$ cat src/rtl/load_store_unit.sv
// RV32I load/store unit: one outstanding word-bus access per instruction,
// with lane steering, sign/zero extension, access checks and a bus timeout.
`timescale 1ns/1ps
module load_store_unit #(
  parameter int TIMEOUT_CYCLES = 64
) (
  input  logic        clk,
  input  logic        reset,
  input  logic        req_valid,
  input  logic        req_we,
  input  logic [2:0]  req_funct3,
  input  logic [31:0] req_addr,
  input  logic [31:0] req_wdata,
  output logic        stall,
  output logic        load_valid,
  output logic [31:0] load_data,
  output logic        access_fault,
  output logic        bus_error,
  output logic        bus_req_valid,
  input  logic        bus_req_ready,
  output logic [31:0] bus_addr,
  output logic        bus_we,
  output logic [3:0]  bus_wstrb,
  output logic [31:0] bus_wdata,
  input  logic        bus_rsp_valid,
  input  logic [31:0] bus_rdata
);

  localparam int CW = $clog2(TIMEOUT_CYCLES + 1);
  localparam logic [CW:0] TMO = (CW + 1)'(TIMEOUT_CYCLES);

  typedef enum logic [1:0] {
    IDLE,
    BUS_REQ,
    WAIT_RSP,
    DONE
  } state_t;

  state_t        state;
  logic [31:0]   addr_q;
  logic [31:0]   wdata_q;
  logic          we_q;
  logic [2:0]    f3_q;
  logic [3:0]    strb_q;
  logic [CW-1:0] cnt;
  logic [CW:0]   cnt_inc;
  logic          tmo;
  logic          legal;
  logic [3:0]    strb_n;
  logic [31:0]   wdata_n;
  logic [7:0]    byte_s;
  logic [15:0]   half_s;
  logic [31:0]   ext;

  always_comb begin
    legal = 1'b0;
    case (req_funct3)
      3'b000, 3'b100: legal = 1'b1;
      3'b001, 3'b101: legal = ~req_addr[0];
      3'b010:         legal = (req_addr[1:0] == 2'b00);
      default:        legal = 1'b0;
    endcase
  end

  // Strobes and replicated data are computed up front and captured.
  always_comb begin
    strb_n  = 4'b1111;
    wdata_n = req_wdata;
    case (req_funct3[1:0])
      2'b00: begin
        strb_n  = 4'b0001 << req_addr[1:0];
        wdata_n = {4{req_wdata[7:0]}};
      end
      2'b01: begin
        strb_n  = 4'b0011 << {req_addr[1], 1'b0};
        wdata_n = {2{req_wdata[15:0]}};
      end
      default: strb_n = 4'b1111;
    endcase
    if (!req_we) strb_n = 4'b0000;
  end

  always_comb begin
    byte_s = bus_rdata[{addr_q[1:0], 3'b000} +: 8];
    half_s = addr_q[1] ? bus_rdata[31:16] : bus_rdata[15:0];
    case (f3_q)
      3'b000:  ext = {{24{byte_s[7]}}, byte_s};
      3'b100:  ext = {24'h0, byte_s};
      3'b001:  ext = {{16{half_s[15]}}, half_s};
      3'b101:  ext = {16'h0, half_s};
      default: ext = bus_rdata;
    endcase
  end

  assign cnt_inc = {1'b0, cnt} + 1'b1;
  assign tmo     = (cnt_inc >= TMO);

  assign stall = ~reset & ((state == IDLE & req_valid & legal)
                 | state == BUS_REQ | state == WAIT_RSP);

  assign bus_req_valid = (state == BUS_REQ);
  assign bus_addr      = {addr_q[31:2], 2'b00};
  assign bus_we        = we_q & (state == BUS_REQ);
  assign bus_wstrb     = bus_we ? strb_q : 4'b0000;
  assign bus_wdata     = wdata_q;

  always_ff @(posedge clk) begin
    if (reset) begin
      state        <= IDLE;
      addr_q       <= '0;
      wdata_q      <= '0;
      we_q         <= 1'b0;
      f3_q         <= '0;
      strb_q       <= '0;
      cnt          <= '0;
      load_valid   <= 1'b0;
      load_data    <= '0;
      access_fault <= 1'b0;
      bus_error    <= 1'b0;
    end else begin
      access_fault <= 1'b0;
      bus_error    <= 1'b0;
      load_valid   <= 1'b0;
      unique case (state)
        IDLE: begin
          if (req_valid && legal) begin
            addr_q  <= req_addr;
            wdata_q <= wdata_n;
            we_q    <= req_we;
            f3_q    <= req_funct3;
            strb_q  <= strb_n;
            cnt     <= '0;
            state   <= BUS_REQ;
          end else if (req_valid) begin
            access_fault <= 1'b1;
          end
        end
        BUS_REQ: begin
          cnt <= cnt_inc[CW-1:0];
          if (bus_req_ready) begin
            state <= we_q ? DONE : WAIT_RSP;
          end else if (tmo) begin
            bus_error  <= 1'b1;
            load_data  <= '0;
            load_valid <= ~we_q;
            state      <= DONE;
          end
        end
        WAIT_RSP: begin
          cnt <= cnt_inc[CW-1:0];
          // A response in the timeout cycle still wins.
          if (bus_rsp_valid) begin
            load_data  <= ext;
            load_valid <= 1'b1;
            state      <= DONE;
          end else if (tmo) begin
            bus_error  <= 1'b1;
            load_data  <= '0;
            load_valid <= 1'b1;
            state      <= DONE;
          end
        end
        DONE: state <= IDLE;
      endcase
    end
  end

endmodule

$ cat config.mk
export PLATFORM = sky130hd
export DESIGN_NAME = load_store_unit
export DESIGN_NICKNAME = d
export VERILOG_FILES = /design/src/rtl/load_store_unit.sv
export SDC_FILE = /design/constraint.sdc
export NUM_CORES = 1
export LEC_CHECK = 0
export BUFFER_PORTS_ARGS = -buffer_cell sky130_fd_sc_hd__buf_2
export CAP_MARGIN = 20
export CORE_MARGIN = 10
export CORE_UTILIZATION = 45
export CTS_CLUSTER_DIAMETER = 80
export DETAILED_ROUTE_END_ITERATION = 8
export GPL_ROUTABILITY_DRIVEN = 0
export PLACE_DENSITY = 0.77
export SLEW_MARGIN = 5
export SYNTH_ARGS = -nofsm -noshare
export SYNTH_HDL_FRONTEND = slang
export SYNTH_SLANG_ARGS = --single-unit
$ cat constraint.sdc
create_clock -name clk -period 1.7 [get_ports clk]
set_input_delay 0.085 -clock clk [delete_from_list [all_inputs] [get_ports clk]]
set_output_delay 0.085 -clock clk [all_outputs]
set_load 0.05 [all_outputs]
==> qor.csv <==
stage;metric;value;unit
place;placed wire-length estimate;13600;um
critical_path;CP Launch Type;primary input;
power;Logic pwr share;0.233;
critical_path;crit path capture type;output pin;
place;port buffer count;208;
detailed_routing;vias per cell;5.48;
timing;FMAX;611;MHz
power;PwrDens;1050;mW/mm^2
floorplan;# IOs;211;
power;NetSw;2520;uW
global_route;initial antenna violation count;2;
timing;Final Hold Fails;0;
clock_network;CTS root buffer;clkbuf_16;
floorplan;Die Span Y;132;um
synthesis;Avg Inst Size Synth;8.40;um^2
clock_network;worst skew pair latency;0.41;ns
status;run status;finished, final reports clean;
cells_and_area;area delta synth->final;42.7;%
cells_and_area;register area;0.00233;mm^2
global_route;grt total ovfl;0;
timing;Final Max Slew Viols;0;
floorplan;Rows;41;
power;Clk network pwr share;0.422;
global_route;gr usage total;0.218;
place;dpl cells;1006;
power;VDD IR-drop max;0.708;mV
synthesis;synth cell count leaders;nand2_1, dfxtp_1, a21oi_1;
timing;min cycle time layout;1.64;ns
cells_and_area;Finished Cell Area;0.00812;mm^2
detailed_routing;routed length per placed instance;18.3;um
global_route;global routing usage on met3;0.0889;
synthesis;top cell type's share of synthesized area;0.408;
cells_and_area;layout cell share with drive strength beyond 1;0.335;
clock_network;clk sinks;116;
synthesis;ys async rst share;0;
synthesis;Synth Register Bits;116;
clock_network;CTS tree;built;
synthesis;ranking of synthesized cells by area;dfxtp_1, nand2_1, a21oi_1;
detailed_routing;TritonRoute pass-1 iters;5;
cells_and_area;nets;1025;
clock_network;total CTS buffers;17;
synthesis;number of synthesized flops with an enable pin;0;
floorplan;die area;0.0175;mm^2
synthesis;post-synthesis sequential area ratio;0.408;
min_path;Hold Crit Class;in2reg;
place;pre-CTS WS;-0.0458;ns
cells_and_area;area of the multi-input gates;0.00292;mm^2
detailed_routing;total routed wirelength;20100;um
floorplan;die width;132;um
power;Int Power;5990;uW
synthesis;Post-Syn Instances;678;
place;placed cell area;0.00676;mm^2
timing;RSZ-0062 raised after global routing;true;
critical_path;critical path arrival;1.55;ns
timing;relative slew slack;0.601;
power;switching portion of total power;0.296;
cells_and_area;Non-Filler Instances;1099;
timing;Worst Skew;0.0103;ns
power;leakage;0.00347;uW
synthesis;commonest register cell after synthesis;dfxtp_1;
power;Reg power frac;0.345;
synthesis;Warnings, synthesis;0;
global_route;first-pass GRT wire length;31500;um
run;maxcap violations;0;
global_route;GR Util met2;0.365;
power;Pwr Total;8510;uW
synthesis;Post-Syn Area;0.00569;mm^2
synthesis;top-count cell post-synth;nand2_1;
synthesis;Yosys top cell by area;dfxtp_1;
detailed_routing;via count;6024;
clock_network;clock tree buffer depth;2;
synthesis;Synth cell types;57;
cells_and_area;Fill cells;1054;
critical_path;critical path class;in2out;
timing;Slew @ Worst Pin;0.586;ns
critical_path;Req. time, crit path;1.62;ns
clock_network;htree depth;4;
timing;Worst Setup Slack, final;0.0636;ns
global_route;largest net degree at the start of global routing;55;
detailed_routing;Routed Antenna Nets;0;
global_route;busiest layer in global routing;met2;
global_route;vias in the first global route;6080;
detailed_routing;DRC viols;0;
detailed_routing;DRT iter0 DRCs;378;
critical_path;CP max FO;48;
global_route;met1 Usage GRT;0.237;
clock_network;Worst-path clk slew;0.05;ns
floorplan;Initial Utilization;0.455;
timing;Final Setup Violations;0;
floorplan;area of the core;0.0125;mm^2
timing;crit share post-route;0.963;
## cell type report
type                            count  share of cell area
Antenna cell                        1            0.000308
Clock buffer                       27              0.0656
Clock inverter                      3             0.00801
Inverter                           18             0.00863
Multi-Input combinational cell    462               0.359
Sequential cell                   116               0.287
Tap cell                          172              0.0265
Timing Repair Buffer              300               0.245
## routing by layer
metal  vias to the layer above  wire length, um
met3                        47             1910
met5                         -               12
met4                         2              583
met2                       329             9620
met1                      2815             7950
li1                       2831                -
## final timing paths
kind	startpoint	to	slack, ns	depth (start not counted)
setup / recovery	reset	stall	0.06	5
hold / removal	bus_rdata[27]	load_data[27]	0.01	3
setup reg to reg	state[0]	load_data[13]	0.08	6
hold reg to reg	addr_q[10]	addr_q[10]	0.45	2
## sequential cells by signal, indices dropped and copies added (netlist names)
signal and cells:
access_fault 1, addr_q 32, bus_error 1, bus_wdata 32
cnt 7, f3_q 3, load_data 32, load_valid 1
state 2, strb_q 4, we_q 1
## cell usage in the layout (no fill, tap or decap), drive strengths merged, types with 3 or more instances in the layout
master | synthesis | layout
a22oi | 16 | 16
a21o | 5 | 5
inv | 18 | 18
a32o | 4 | 4
o32ai | 4 | 4
nand2 | 136 | 136
clkbuf | 24 | 27
buf | 59 | 240
and2 | 10 | 10
nor3 | 5 | 5
o21bai | 4 | 4
a211oi | 10 | 10
o2bb2ai | 20 | 20
dlygate4sd3 | 0 | 60
mux2i | 30 | 30
or3 | 10 | 10
a311oi | 9 | 9
dfxtp | 116 | 116
o211ai | 6 | 6
nor2b | 4 | 4
a21oi | 73 | 73
ha | 5 | 5
o221ai | 9 | 9
o21ai | 24 | 24
nand3b | 3 | 3
nand2b | 7 | 7
nor2 | 29 | 29
nand3 | 12 | 12
and3 | 5 | 5
## cells by family after synthesis
logic type / share of synthesized area
and+or+nand+nor: 0.180
AOI/OAI and AO/OA: 0.245
DFF: 0.408
buffers and inverters: 0.102
muxes: 0.0534
adders and majority gates: 0.0110
other: 0.000659
## through the flow
stage | hold slack (ns) | utilization | setup TNS [ns]
floorplan | 0.221 | - | 0
global placement | 0.325 | 0.539 | -0.0240
detailed placement | 0.331 | 0.540 | -0.416
CTS | 0.000223 | 0.642 | -0.0117
global route | 0.00797 | 0.649 | -0.0206
finish | 0.0139 | 0.649 | 0
## power groups by stage
| stage | clock, uW | sequential, uW | combinational [uW] |
|---|---|---|---|
| after floorplan | 0 | 3210 | 1070 |
| after global placement | 0 | 2980 | 1760 |
| after detailed placement | 0 | 2980 | 1780 |
| after CTS | 3650 | 2930 | 1950 |
| after global routing | 3740 | 2950 | 2110 |
| final | 3590 | 2940 | 1980 |
## timing repair
action / CTS / global route
hold buffers: 60 / 0
endpoints found under the setup margin: 25 / 23
pin swaps: 2 / 3
gates resized for setup: 19 / 19
hold endpoints to repair: 64 / 0
setup buffers: 2 / 0
## critical path, stage by stage
cell and delay [ns]:
dlygate4sd3_1 0.53, buf_4 0.17, buf_4 0.51, a21oi_2 0.07, buf_6 0.18
Note: power is estimated with default switching activity, not from simulation.
